File: src/rtl/hqm_aw_cfg_initiator_pkg.sv
// Shared types for the CFG initiator: request payload, FSM state and response record.
`default_nettype none

package hqm_aw_cfg_initiator_pkg;

  typedef struct packed {
    logic [31:0] addr;
    logic [31:0] wdata;
  } cfg_req_t;

  typedef enum logic [1:0] {
    IDLE  = 2'd0,
    ISSUE = 2'd1,
    WAIT  = 2'd2,
    RSP   = 2'd3
  } cfg_init_state_t;

  typedef struct packed {
    logic        err;
    logic        timeout;
    logic [31:0] rdata;
  } cfg_init_rsp_t;

  // floor(log2(value)); +1 gives the bits needed to hold value itself
  function automatic int aw_logb2(input int value);
    int r;
    r = 0;
    for (int v = value; v > 1; v = v >> 1) r = r + 1;
    return r;
  endfunction

endpackage

`default_nettype wire

File: src/rtl/hqm_aw_cfg_initiator_if.sv
// Request/response and broadcast CFG bus between the initiator (master) and its environment (slave).
`default_nettype none

interface hqm_aw_cfg_initiator_if #(
  parameter int NUM_TGT = 4
);
  import hqm_aw_cfg_initiator_pkg::*;

  logic                    req_v;
  logic                    req_ready;
  logic                    req_write;
  cfg_req_t                req;
  logic                    rsp_v;
  logic                    rsp_ready;
  logic                    rsp_err;
  logic                    rsp_timeout;
  logic [31:0]             rsp_rdata;
  logic                    cfg_write;
  logic                    cfg_read;
  cfg_req_t                cfg_req;
  logic [NUM_TGT-1:0]      cfg_ack;
  logic [NUM_TGT-1:0]      cfg_err;
  logic [NUM_TGT*32-1:0]   cfg_rdata;
  logic                    busy;
  logic                    error_multi_ack;
  logic                    error_unexp_ack;

  modport master (
    input  req_v, req_write, req, rsp_ready, cfg_ack, cfg_err, cfg_rdata,
    output req_ready, rsp_v, rsp_err, rsp_timeout, rsp_rdata,
           cfg_write, cfg_read, cfg_req, busy, error_multi_ack, error_unexp_ack
  );

  modport slave (
    output req_v, req_write, req, rsp_ready, cfg_ack, cfg_err, cfg_rdata,
    input  req_ready, rsp_v, rsp_err, rsp_timeout, rsp_rdata,
           cfg_write, cfg_read, cfg_req, busy, error_multi_ack, error_unexp_ack
  );

endinterface

`default_nettype wire

File: src/rtl/hqm_aw_cfg_initiator_ack_merge.sv
// Combinational merge of per-target ack/err/rdata: any/multi ack flags, qualified err OR, AND-OR rdata.
`default_nettype none

module hqm_aw_cfg_initiator_ack_merge #(
  parameter int NUM_TGT = 4
) (
  input  wire logic [NUM_TGT-1:0]    i_ack,
  input  wire logic [NUM_TGT-1:0]    i_err,
  input  wire logic [NUM_TGT*32-1:0] i_rdata,
  output logic                       o_any,
  output logic                       o_multi,
  output logic                       o_err,
  output logic [31:0]                o_rdata
);

  logic        w_any;
  logic        w_multi;
  logic        w_err;
  logic [31:0] w_rdata;

  // multi is set by any ack that follows an earlier ack in the scan
  always_comb begin
    w_any   = 1'b0;
    w_multi = 1'b0;
    w_err   = 1'b0;
    w_rdata = '0;
    for (int i = 0; i < NUM_TGT; i++) begin
      w_multi = w_multi | (w_any & i_ack[i]);
      w_any   = w_any | i_ack[i];
      w_err   = w_err | (i_ack[i] & i_err[i]);
      w_rdata = w_rdata | ({32{i_ack[i]}} & i_rdata[32*i +: 32]);
    end
  end

  assign o_any   = w_any;
  assign o_multi = w_multi;
  assign o_err   = w_err;
  assign o_rdata = w_rdata;

endmodule

`default_nettype wire

File: src/rtl/hqm_aw_cfg_initiator.sv
// CFG initiator: broadcasts one cfg request to NUM_TGT targets, collects one ack, returns a response.
// Optional macro HQM_AW_CFG_INITIATOR_TIMEOUT_EN enables the WAIT timeout counter.
`default_nettype none

module hqm_aw_cfg_initiator #(
  parameter int NUM_TGT = 4,
  parameter int TIMEOUT = 1023
) (
  input  wire logic                  clk,
  input  wire logic                  rst_n,
  hqm_aw_cfg_initiator_if.master     cfg_if
);
  import hqm_aw_cfg_initiator_pkg::*;

  cfg_init_state_t r_state;
  cfg_init_state_t w_state_nxt;
  cfg_req_t        r_req;
  logic            r_write;
  cfg_init_rsp_t   r_rsp;
  logic            r_err_multi;
  logic            r_err_unexp;

  logic            w_any_ack;
  logic            w_multi_ack;
  logic            w_merge_err;
  logic [31:0]     w_merge_rdata;
  logic            w_timeout_hit;
  logic            w_in_wait;

  hqm_aw_cfg_initiator_ack_merge #(
    .NUM_TGT (NUM_TGT)
  ) u_ack_merge (
    .i_ack   (cfg_if.cfg_ack),
    .i_err   (cfg_if.cfg_err),
    .i_rdata (cfg_if.cfg_rdata),
    .o_any   (w_any_ack),
    .o_multi (w_multi_ack),
    .o_err   (w_merge_err),
    .o_rdata (w_merge_rdata)
  );

  assign w_in_wait = (r_state == WAIT);

`ifdef HQM_AW_CFG_INITIATOR_TIMEOUT_EN
  localparam int                 TOWIDTH = aw_logb2(TIMEOUT) + 1;
  localparam logic [TOWIDTH-1:0] TO_MAX  = TOWIDTH'(TIMEOUT);
  localparam logic [TOWIDTH-1:0] TO_LAST = TOWIDTH'(TIMEOUT - 1);

  logic [TOWIDTH-1:0] r_to_cnt;

  always_ff @(posedge clk or negedge rst_n) begin
    if (!rst_n) begin
      r_to_cnt <= '0;
    end else if (r_state == ISSUE) begin
      r_to_cnt <= '0;
    end else if (w_in_wait && (r_to_cnt != TO_MAX)) begin
      r_to_cnt <= r_to_cnt + 1'b1;
    end
  end

  // fires in the TIMEOUT-th WAIT cycle, so RSP follows exactly TIMEOUT WAIT cycles
  assign w_timeout_hit = w_in_wait && (r_to_cnt == TO_LAST);
`else
  logic w_unused_timeout;
  assign w_unused_timeout = (TIMEOUT > 0);
  assign w_timeout_hit    = 1'b0;
`endif

  always_comb begin
    w_state_nxt = r_state;
    case (r_state)
      IDLE:    if (cfg_if.req_v)              w_state_nxt = ISSUE;
      ISSUE:                                  w_state_nxt = WAIT;
      WAIT:    if (w_any_ack || w_timeout_hit) w_state_nxt = RSP;
      RSP:     if (cfg_if.rsp_ready)          w_state_nxt = IDLE;
      default:                                w_state_nxt = IDLE;
    endcase
  end

  always_ff @(posedge clk or negedge rst_n) begin
    if (!rst_n) begin
      r_state <= IDLE;
    end else begin
      r_state <= w_state_nxt;
    end
  end

  always_ff @(posedge clk or negedge rst_n) begin
    if (!rst_n) begin
      r_req       <= '0;
      r_write     <= 1'b0;
      r_rsp       <= '0;
      r_err_multi <= 1'b0;
      r_err_unexp <= 1'b0;
    end else begin
      r_err_multi <= w_in_wait & w_multi_ack;
      r_err_unexp <= ~w_in_wait & w_any_ack;
      if ((r_state == IDLE) && cfg_if.req_v) begin
        r_req   <= cfg_if.req;
        r_write <= cfg_if.req_write;
        r_rsp   <= '0;
      end else if (w_in_wait && w_any_ack) begin
        // read data is only returned for a clean single-target read
        r_rsp.err     <= w_multi_ack | w_merge_err;
        r_rsp.timeout <= 1'b0;
        r_rsp.rdata   <= (w_multi_ack || w_merge_err || r_write) ? 32'h0 : w_merge_rdata;
      end else if (w_timeout_hit) begin
        r_rsp.err     <= 1'b1;
        r_rsp.timeout <= 1'b1;
        r_rsp.rdata   <= 32'h0;
      end
    end
  end

  assign cfg_if.req_ready       = (r_state == IDLE);
  assign cfg_if.busy            = (r_state != IDLE);
  assign cfg_if.cfg_write       = (r_state == ISSUE) &  r_write;
  assign cfg_if.cfg_read        = (r_state == ISSUE) & ~r_write;
  assign cfg_if.cfg_req         = r_req;
  assign cfg_if.rsp_v           = (r_state == RSP);
  assign cfg_if.rsp_err         = r_rsp.err;
  assign cfg_if.rsp_timeout     = r_rsp.timeout;
  assign cfg_if.rsp_rdata       = r_rsp.rdata;
  assign cfg_if.error_multi_ack = r_err_multi;
  assign cfg_if.error_unexp_ack = r_err_unexp;

endmodule

`default_nettype wire

File: src/flat_wrapper.sv
// flat-port wrapper written by rule: the top's interface ports become plain ports
module hqm_aw_cfg_initiator_flat import hqm_aw_cfg_initiator_pkg::*;
#(
  parameter int NUM_TGT = 4,
  parameter int TIMEOUT = 1023
)
  (clk, rst_n, cfg_if_req_v, cfg_if_req_write, cfg_if_req, cfg_if_rsp_ready, cfg_if_cfg_ack, cfg_if_cfg_err, cfg_if_cfg_rdata, cfg_if_req_ready, cfg_if_rsp_v, cfg_if_rsp_err, cfg_if_rsp_timeout, cfg_if_rsp_rdata, cfg_if_cfg_write, cfg_if_cfg_read, cfg_if_cfg_req, cfg_if_busy, cfg_if_error_multi_ack, cfg_if_error_unexp_ack);
  hqm_aw_cfg_initiator_if #(.NUM_TGT(NUM_TGT)) cfg_if_i ();
  input  wire logic clk;
  input  wire logic rst_n;
  input wire logic [$bits(cfg_if_i.req_v)-1:0] cfg_if_req_v;
  input wire logic [$bits(cfg_if_i.req_write)-1:0] cfg_if_req_write;
  input wire logic [$bits(cfg_if_i.req)-1:0] cfg_if_req;
  input wire logic [$bits(cfg_if_i.rsp_ready)-1:0] cfg_if_rsp_ready;
  input wire logic [$bits(cfg_if_i.cfg_ack)-1:0] cfg_if_cfg_ack;
  input wire logic [$bits(cfg_if_i.cfg_err)-1:0] cfg_if_cfg_err;
  input wire logic [$bits(cfg_if_i.cfg_rdata)-1:0] cfg_if_cfg_rdata;
  output wire logic [$bits(cfg_if_i.req_ready)-1:0] cfg_if_req_ready;
  output wire logic [$bits(cfg_if_i.rsp_v)-1:0] cfg_if_rsp_v;
  output wire logic [$bits(cfg_if_i.rsp_err)-1:0] cfg_if_rsp_err;
  output wire logic [$bits(cfg_if_i.rsp_timeout)-1:0] cfg_if_rsp_timeout;
  output wire logic [$bits(cfg_if_i.rsp_rdata)-1:0] cfg_if_rsp_rdata;
  output wire logic [$bits(cfg_if_i.cfg_write)-1:0] cfg_if_cfg_write;
  output wire logic [$bits(cfg_if_i.cfg_read)-1:0] cfg_if_cfg_read;
  output wire logic [$bits(cfg_if_i.cfg_req)-1:0] cfg_if_cfg_req;
  output wire logic [$bits(cfg_if_i.busy)-1:0] cfg_if_busy;
  output wire logic [$bits(cfg_if_i.error_multi_ack)-1:0] cfg_if_error_multi_ack;
  output wire logic [$bits(cfg_if_i.error_unexp_ack)-1:0] cfg_if_error_unexp_ack;
  assign cfg_if_i.req_v = cfg_if_req_v;
  assign cfg_if_i.req_write = cfg_if_req_write;
  assign cfg_if_i.req = cfg_if_req;
  assign cfg_if_i.rsp_ready = cfg_if_rsp_ready;
  assign cfg_if_i.cfg_ack = cfg_if_cfg_ack;
  assign cfg_if_i.cfg_err = cfg_if_cfg_err;
  assign cfg_if_i.cfg_rdata = cfg_if_cfg_rdata;
  assign cfg_if_req_ready = cfg_if_i.req_ready;
  assign cfg_if_rsp_v = cfg_if_i.rsp_v;
  assign cfg_if_rsp_err = cfg_if_i.rsp_err;
  assign cfg_if_rsp_timeout = cfg_if_i.rsp_timeout;
  assign cfg_if_rsp_rdata = cfg_if_i.rsp_rdata;
  assign cfg_if_cfg_write = cfg_if_i.cfg_write;
  assign cfg_if_cfg_read = cfg_if_i.cfg_read;
  assign cfg_if_cfg_req = cfg_if_i.cfg_req;
  assign cfg_if_busy = cfg_if_i.busy;
  assign cfg_if_error_multi_ack = cfg_if_i.error_multi_ack;
  assign cfg_if_error_unexp_ack = cfg_if_i.error_unexp_ack;
  hqm_aw_cfg_initiator #(.NUM_TGT(NUM_TGT), .TIMEOUT(TIMEOUT)) u_core (.clk(clk), .rst_n(rst_n), .cfg_if(cfg_if_i));
endmodule
File: config.mk
export PLATFORM = sky130hd
export DESIGN_NAME = hqm_aw_cfg_initiator_flat
export DESIGN_NICKNAME = d
export VERILOG_FILES = /design/src/rtl/hqm_aw_cfg_initiator_pkg.sv /design/src/rtl/hqm_aw_cfg_initiator_if.sv /design/src/rtl/hqm_aw_cfg_initiator_ack_merge.sv /design/src/rtl/hqm_aw_cfg_initiator.sv /design/src/flat_wrapper.sv
export SDC_FILE = /design/constraint.sdc
export NUM_CORES = 1
export LEC_CHECK = 0
export CAP_MARGIN = 30
export CORE_AREA = 2 2 121 123
export DETAILED_ROUTE_END_ITERATION = 7
export DIE_AREA = 0 0 123 125
export PLACE_DENSITY = 0.77
export SLEW_MARGIN = 20
export SYNTH_ARGS = -nofsm -noshare
export SYNTH_HDL_FRONTEND = slang
export SYNTH_SLANG_ARGS = --single-unit
File: constraint.sdc
create_clock -name clk -period 4.2 [get_ports clk]
set_input_delay 0.63 -clock clk [delete_from_list [all_inputs] [get_ports clk]]
set_output_delay 0.63 -clock clk [all_outputs]
set_load 0.02 [all_outputs]
==> run_results.csv, run 1 <==
group,metric,value,unit
floorplan,io_pins,310,
sta,worst_pin_slew,813,ps
synthesis,synth-simple-area-share,4.35,%
placed_design,port_buffers,308,
cts,clock_sinks,102,
setup_path,worstPathRequired,4450,ps
synthesis,synth_top_family_by_area,"compound AO/OA/AOI/OAI gates",
synthesis,synth.avg_cell_area,13.5,um2
floorplan,fp.dieH,125,um
floorplan,rows,44,
synthesis,yosysSeqAreaShare,52.2,%
synthesis,synth_edf_count,0,
sta,fin_crit_sh,59.0,%
power,p_int,3.23,mW
cts,clock_path_buffers,2,
sta,setup_tns,0,ps
setup_path,arrival,2720,ps
routing,drt-total-wl,15600,um
power,p_per_area,593,nW/um2
sta,period_minus_slack,2480,ps
floorplan,die_w,123,um
synthesis,syn_nets,573,
grt,grt_usage,19.6,%
finish,stdcell_area,8400,um2
setup_path,crit_type,"reg2reg",
sta,max_slew_margin,45.8,%
setup_path,critPathLaunchType,"flop",
grt,antenna_found_initial,1,
power,p_clk_share,18.0,%
setup_path,end_kind,"flop",
routing,wl_met3,1320,um
setup_path,regToRegSetupSlack,1720,ps
sta,rsz0062_at_grt,"false",
routing,wl_per_cell,18.5,um
placed_design,gp_congestion,0.843,
synthesis,synth_xor_area_share,0,%
setup_path,reg2reg_depth,7,
routing,vias,4352,
setup_path,cp_max_fo,35,
routing,drc,0,
finish,nNetsFinal,865,
power,p_comb_share,50.0,%
cts,ctsResizeCount,0,
synthesis,synth_fa_ha_area_share,1.28,%
grt,grt_max_degree,75,
cts,cts_setup_buffers,0,
run_status,outcome,"completed",
power,peakVddDrop,0.290,mV
setup_path,reg2reg_to,"u_core.cfg_if.rsp_rdata[29]",
routing,vias_per_cell,5.15,
cts,clock_latency,340,ps
finish,area_growth_syn_to_layout,71.7,%
placed_design,hpwl,11900,um
power,seqPwrFrac,31.9,%
routing,wl_met1,5860,um
finish,drive_gt1_share,18.9,%
routing,firstDrtPassIters,4,
sta,max_freq,403,MHz
synthesis,yosys_warnings,0,
setup_path,cp_cell_sequence,"inv_1 -> ha_1 -> o41ai_4 -> buf_4 -> or3b_2 -> buf_12 -> o31ai_2",
flow_run,cap_violations,0,
placed_design,dp_cells,826,
power,swShare,35.2,%
sta,finalSetupViolCount,0,
placed_design,placed_cell_area,8020,um2
cts,numCtsBuffers,9,
floorplan,core_area,14200,um2
floorplan,initial_utilization,34.4,%
synthesis,synthArstFlopShare,100,%
sta,slew_viol_final,0,
floorplan,die_area,15400,um2
finish,final_cell_mix,"307 x clkdlybuf4s50_1, 102 x dfrtp_1, 66 x mux2_2",
sta,hold_viol_final,0,
cts,holdBufCountCts,0,
synthesis,synth_seq_cells,102,
setup_path,crit_family,"simple AND/OR/NAND/NOR gates",
finish,fin_util,59.1,%
cts,h-tree-depth,3,
sta,finClkSkew,6.30,ps
synthesis,syn_area,4890,um2
setup_path,r2r_start,"u_core.r_state[0]",
grt,grt_pass1_vias,4456,
cts,cts_tree,"done",
setup_path,path_buf_inv,3,
synthesis,synth_cell_types,31,
synthesis,synth_compound_area_share,21.5,%
setup_path,slowest_delay,640,ps
setup_path,worst_path_max_delay_cell,"or3b_2",
finish,layout_commonest_cell,"clkdlybuf4s50_1",
grt,grt_pass1_wl,23300,um
grt,grt_overflow,0,
routing,ant_nets,0,
routing,wl_met2,8060,um
finish,final_cells,845,
sta,fin_hold_ws,170,ps
routing,highest_layer,"met4",
cts,clkSlewWorstSetupHoldPaths,70,ps
synthesis,synthMuxAreaShare,15.2,%
routing,drt_iter0_markers,215,
synthesis,synthCells,363,
cts,cts-root-buf,"clkbuf_16",
synthesis,synth-main-ff-cell,"dfrtp_1",
power,p_sw,1.76,mW
hold_path,hp-class,"in2async",
power,leakage,3.40,nW
-- synthesized netlist by cell type, drive strengths merged (2+ instances only) --
library cell    n  area (um2)
o31ai          32         390
clkbuf         22        82.6
a22o           32         280
dfrtp         102        2550
a22oi           3        22.5
nor2            2        7.51
inv             5        18.8
a221oi         32         280
mux2           66         743
nand3          32         160
a211oi          2        15.0
buf            12         124
ha              5        62.6
dlymetal6s2s    3        37.5
-- cell families after synthesis --
kind of cell,Yosys count
buf+inv,42
simple gates,41
other cells,1
flops,102
compound gates,106
fa+ha+maj,5
mux,66
-- worst max path at each step --
stage,from,to,slack [ps],depth (start not counted)
floorplan,u_core.r_state[0],u_core.cfg_if.rsp_rdata[10],2290,7
global placement,cfg_if_cfg_ack[0],u_core.cfg_if.rsp_rdata[1],1100,5
detailed placement,cfg_if_cfg_ack[0],u_core.cfg_if.rsp_rdata[0],1070,5
CTS,cfg_if_cfg_ack[0],u_core.cfg_if.rsp_rdata[0],1420,5
global route,u_core.r_state[0],u_core.cfg_if.rsp_rdata[29],1610,7
finish,u_core.r_state[0],u_core.cfg_if.rsp_rdata[29],1720,7
-- flip-flops by register name (all words and copies together) (netlist names) --
register	cells
u_core.cfg_if.cfg_req	64
u_core.cfg_if.error_multi_ack	1
u_core.cfg_if.error_unexp_ack	1
u_core.cfg_if.rsp_err	1
u_core.cfg_if.rsp_rdata	32
u_core.r_state	2
u_core.r_write	1
-- worst reg2reg max path, delay by kind of cell, from the launching register on --
kind / cells / cell delay [ps]
AND/OR/NAND/NOR: 1 / 650
buffers and inverters: 3 / 610
adder cells (fa/ha/maj): 1 / 310
flip-flops: 1 / 420
AO/OA/AOI/OAI: 2 / 400
-- metal layers --
metal  GRT usage (%)  vias to the layer above
li1                -                     1994
met1            22.0                     2116
met2            36.0                      220
met3            4.43                       22
met4            6.75                        0
met5               0                        -
-- power by group through the flow --
stage | clock network, mW | logic (mW) | registers (mW)
finish | 0.899 | 2.49 | 1.59
global placement | 0 | 2.45 | 1.58
global route | 0.971 | 2.65 | 1.64
floorplan | 0 | 0.867 | 2.07
detailed placement | 0 | 2.50 | 1.61
CTS | 0.926 | 2.51 | 1.59
-- final cells by class --
| type | count | area [um2] |
|---|---|---|
| tap | 184 | 230 |
| clock inverter | 6 | 93.8 |
| fill | 1146 | 5810 |
| inverter | 5 | 18.8 |
| clock buffer | 10 | 229 |
| timing repair buffer | 318 | 3190 |
| multi-input combinational | 219 | 2080 |
| antenna | 1 | 2.50 |
| sequential | 102 | 2550 |
-- through the flow --
stage	setup WS (ps)	power (mW)
6_report	1720	4.98
5_1_grt	1610	5.25
4_1_cts	1420	5.03
3_5_place_dp	1070	4.11
3_3_place_gp	1100	4.04
2_1_floorplan	2290	2.94
Power figures use the tool's default switching activity.
==> run 2: changes to the inputs <==
- CORE_AREA: 2 2 121 123 -> 2 2 122 124
- DIE_AREA: 0 0 123 125 -> 0 0 124 126
- PLACE_DENSITY: 0.77 -> 0.76
- clock period: 4.2 -> 2.4 ns (I/O delays scaled with it)
==> run 2 against run 1 <==
Sequential power up 75%; via count decreased by 0.25%; combinational power rose by 76%; core utilization is 0.25 points lower; register-to-register slack lost 1400 ps; critical path type is now reg2out; highest routed layer unchanged.
==> run_results.csv, run 2 (synthesis results as in run 1) <==
group,metric,value,unit
floorplan,core_area,14300,um2
grt,antenna_found_initial,1,
power,p_sw,3.07,mW
cts,ctsResizeCount,0,
setup_path,cp_max_fo,5,
finish,fillCellCount,1165,
cts,numCtsBuffers,9,
sta,fin_crit_sh,92.3,%
cts,h-tree-depth,3,
grt,grt_pass1_vias,4551,
setup_path,worst_path_max_delay_cell,"clkdlybuf4s50_1",
floorplan,rows,44,
sta,worst_pin_slew,667,ps
cts,clock_latency,340,ps
setup_path,crit_type,"reg2out",
sta,setup_tns,0,ps
grt,grt_max_degree,99,
power,p_int,5.56,mW
setup_path,arrival,1860,ps
finish,seqCellArea,2550,um2
sta,finClkSkew,10.0,ps
power,power,8.63,mW
power,p_per_area,1020,nW/um2
routing,firstDrtPassIters,4,
finish,largest_reg_flops,64,
placed_design,port_buffers,308,
sta,layout_setup_ws,184,ps
sta,max_freq,451,MHz
grt,grt_overflow,0,
grt,grt_usage,19.6,%
finish,area_growth_syn_to_layout,72.3,%
sta,rsz0062_at_grt,"false",
routing,vias,4341,
cts,clkSlewWorstSetupHoldPaths,60,ps
placed_design,hpwl,12000,um
cts,cts_tree,"done",
routing,wl_per_cell,18.5,um
placed_design,dp_slack,107,ps
power,seqPwrFrac,32.3,%
routing,drt_iter0_markers,174,
flow_run,cap_violations,0,
finish,nNetsFinal,867,
finish,layout_commonest_cell,"clkdlybuf4s50_1",
power,peakVddDrop,0.475,mV
routing,drc,0,
power,p_clk_share,16.8,%
placed_design,gp_congestion,0.865,
finish,drive_gt1_share,19.2,%
setup_path,critPathLaunchType,"flop",
sta,slew_viol_final,0,
routing,ant_nets,0,
power,swShare,35.6,%
sta,max_slew_margin,55.5,%
sta,finalSetupViolCount,0,
finish,final_cell_mix,"307 x clkdlybuf4s50_1, 102 x dfrtp_1, 66 x mux2_2",
setup_path,worstPathRequired,2040,ps
run_status,outcome,"completed",
grt,grt_pass1_wl,23600,um
finish,diodes,0,
power,leakage,3.41,nW
routing,vias_per_cell,5.13,
floorplan,die_w,124,um
sta,period_minus_slack,2220,ps
setup_path,end_kind,"primary output",
hold_path,hp-class,"in2async",
cts,cts-root-buf,"clkbuf_16",
power,p_comb_share,50.9,%
finish,multi_input_area,2080,um2
cts,clock_sinks,102,
setup_path,cp_cell_sequence,"inv_1 -> ha_1 -> clkdlybuf4s50_1",
floorplan,io_pins,310,
cts,cts_setup_buffers,0,
setup_path,slowest_delay,660,ps
cts,holdBufCountCts,0,
floorplan,die_area,15600,um2
cts,clock_path_buffers,2,
finish,fin_util,58.9,%
floorplan,initial_utilization,34.2,%
floorplan,fp.dieH,126,um
setup_path,regToRegSetupSlack,340,ps
sta,hold_viol_final,0,
routing,drt-total-wl,15600,um
## run 2: path summary, 6_finish.rpt
path | startpoint | to | cells past startpoint
worst max-delay path | u_core.r_state[0] | cfg_if_req_ready | 3
worst min-delay path | rst_n | u_core.cfg_if.cfg_req[21] | 1
worst max register to register | u_core.r_state[0] | u_core.cfg_if.rsp_rdata[18] | 6
worst min register to register | u_core.cfg_if.cfg_req[24] | u_core.cfg_if.cfg_req[24] | 1
max in group asynchronous | rst_n | u_core.cfg_if.cfg_req[37] | 2
min in group clk | u_core.cfg_if.cfg_req[24] | u_core.cfg_if.cfg_req[24] | 1
## run 2: power by group through the flow
stage / clock network [mW] / registers (mW) / logic (mW)
after CTS: 1.50 / 2.79 / 4.46
after detailed placement: 0 / 2.82 / 4.44
after global placement: 0 / 2.77 / 4.35
after global routing: 1.59 / 2.87 / 4.67
final: 1.45 / 2.78 / 4.39
after floorplan: 0 / 3.62 / 1.52
## run 2: layer usage
layer	GRT usage, %	up-vias	part of all wire [%]
met4	7.60	0	2.6
met2	34.8	219	51
met3	4.35	32	8.7
met5	0	-	0
met1	22.7	2080	37
li1	-	2010	-
## run 2: worst max-delay path: cells and delay by family (launching register included)
family,cells,cell delay [ps]
adder cells (fa/ha/maj),1,320
buffers and inverters,2,790
flip-flops,1,420
## run 2: final cells by class
class | count | area share, %
timing repair buffer | 320 | 38.5
sequential | 102 | 30.3
clock inverter | 6 | 0.802
inverter | 5 | 0.223
clock buffer | 10 | 2.72
tap | 184 | 2.73
multi-input combinational | 219 | 24.7
## run 2: metrics by stage
| stage | hold WS (ps) | area, um2 | cells |
|---|---|---|---|
| 3_3_place_gp | 429 | 8130 | 830 |
| 5_1_grt | 101 | 8430 | 846 |
| 2_1_floorplan | 64.4 | 4890 | 363 |
| 6_report | 45.8 | 8430 | 846 |
| 4_1_cts | 67.6 | 8430 | 846 |
| 3_5_place_dp | 436 | 8130 | 830 |
==> run 3: changes to the inputs <==
- CTS_CLUSTER_SIZE: not set -> 14
- MAX_ROUTING_LAYER: not set -> met4
==> run 3 against run 2 <==
Die area stayed put; non-clock buffer count is 1 higher; sequential share of layout area is 0.068 points higher; critical endpoint unchanged; largest cell class unchanged.
==> run_results.csv, run 3 (synthesis results as in run 1) <==
group,metric,value,unit
sta,finalSetupViolCount,0,
cts,numCtsBuffers,9,
placed_design,hpwl,12300,um
grt,grt_overflow,0,
setup_path,cp_max_fo,5,
power,leakage,3.41,nW
placed_design,dp_cells,831,
setup_path,slowest_delay,660,ps
finish,multi_input_area,2080,um2
routing,drc,0,
floorplan,core_area,14300,um2
sta,period_minus_slack,2230,ps
finish,fillCellCount,1174,
placed_design,gp_congestion,0.866,
setup_path,cp_cell_sequence,"inv_1 -> ha_1 -> clkdlybuf4s50_1",
run_status,outcome,"completed",
finish,diodes,0,
sta,layout_setup_ws,170,ps
setup_path,crit_cells,3,
cts,cts-root-buf,"clkbuf_16",
grt,grt_pass1_vias,4551,
routing,drt-total-wl,16100,um
setup_path,arrival,1870,ps
sta,setup_tns,0,ps
cts,clkSlewWorstSetupHoldPaths,70,ps
power,p_per_area,1020,nW/um2
hold_path,hp-class,"in2async",
sta,fin_crit_sh,92.9,%
cts,h-tree-depth,3,
cts,clock_sinks,102,
grt,antenna_found_initial,0,
cts,ctsResizeCount,0,
routing,ant_nets,0,
setup_path,reg2reg_to,"u_core.cfg_if.rsp_rdata[18]",
sta,rsz0062_at_grt,"false",
power,power,8.55,mW
routing,vias,4346,
finish,final_cells,847,
floorplan,die_area,15600,um2
sta,hold_viol_final,0,
cts,cts_setup_buffers,0,
setup_path,critPathLaunchType,"flop",
sta,max_freq,448,MHz
sta,finClkSkew,10.6,ps
routing,wl_per_cell,19.0,um
floorplan,fp.dieH,126,um
setup_path,path_buf_inv,2,
finish,layout_commonest_cell,"clkdlybuf4s50_1",
finish,largest_reg_flops,64,
routing,drt_iter0_markers,146,
finish,drive_gt1_share,19.5,%
setup_path,worstPathRequired,2040,ps
cts,cts_tree,"done",
finish,fin_util,58.7,%
cts,holdBufCountCts,0,
flow_run,cap_violations,0,
setup_path,worst_path_max_delay_cell,"clkdlybuf4s50_1",
finish,area_growth_syn_to_layout,71.9,%
routing,firstDrtPassIters,4,
power,peakVddDrop,0.520,mV
finish,nNetsFinal,868,
placed_design,port_buffers,308,
floorplan,initial_utilization,34.2,%
floorplan,die_w,124,um
cts,clock_path_buffers,2,
routing,vias_per_cell,5.13,
grt,grt_usage,20.6,%
finish,final_cell_mix,"307 x clkdlybuf4s50_1, 102 x dfrtp_1, 66 x mux2_2",
finish,seqCellArea,2550,um2
setup_path,r2r_start,"u_core.r_state[0]",
grt,grt_max_degree,99,
setup_path,end_kind,"primary output",
grt,grt_pass1_wl,23800,um
floorplan,rows,44,
cts,clock_latency,340,ps
setup_path,crit_type,"reg2out",
sta,slew_viol_final,0,
sta,worst_pin_slew,667,ps
floorplan,io_pins,310,
sta,max_slew_margin,55.6,%
setup_path,crit_family,"buffers and inverters",
setup_path,regToRegSetupSlack,340,ps
setup_path,reg2reg_depth,6,
placed_design,dp_slack,103,ps
-- run 3: power by group --
part / internal (mW) / switching (mW) / leakage [nW]
clock: 0.737 / 0.639 / 0.139
combinational: 2.31 / 2.09 / 2.00
sequential: 2.42 / 0.355 / 1.27
total: 5.47 / 3.08 / 3.41
-- run 3: how the worst max path moves through the flow --
stage | slack, ps | end | startpoint
floorplan | 490 | u_core.cfg_if.rsp_rdata[10] | u_core.r_state[0]
global placement | 180 | u_core.cfg_if.rsp_err | cfg_if_cfg_ack[3]
detailed placement | 100 | u_core.cfg_if.rsp_rdata[18] | cfg_if_cfg_ack[0]
CTS | 140 | cfg_if_req_ready | u_core.r_state[0]
global route | 90 | cfg_if_req_ready | u_core.r_state[0]
finish | 170 | cfg_if_req_ready | u_core.r_state[0]
-- run 3: through the flow --
stage | hold slack, ps | area (um2)
2_1_floorplan | 64.4 | 4890
3_3_place_gp | 422 | 8120
3_5_place_dp | 439 | 8120
4_1_cts | 57.1 | 8410
5_1_grt | 97.2 | 8410
6_report | 47.5 | 8410
-- run 3: area by class of cell --
cell class                 count  share of cell area, %
clock buffer                  10                   2.84
clock inverter                 6                  0.521
inverter                       5                  0.223
multi-input combinational    219                   24.8
sequential                   102                   30.4
tap                          184                   2.74
timing repair buffer         321                   38.5
-- run 3: layer usage --
metal | vias to the layer above | track usage [%] | share of wire [%]
met5 | - | - | 0
met4 | 0 | 7.93 | 2.3
met3 | 23 | 5.12 | 8.8
met2 | 220 | 35.8 | 52
met1 | 2100 | 22.4 | 37
li1 | 2003 | - | -
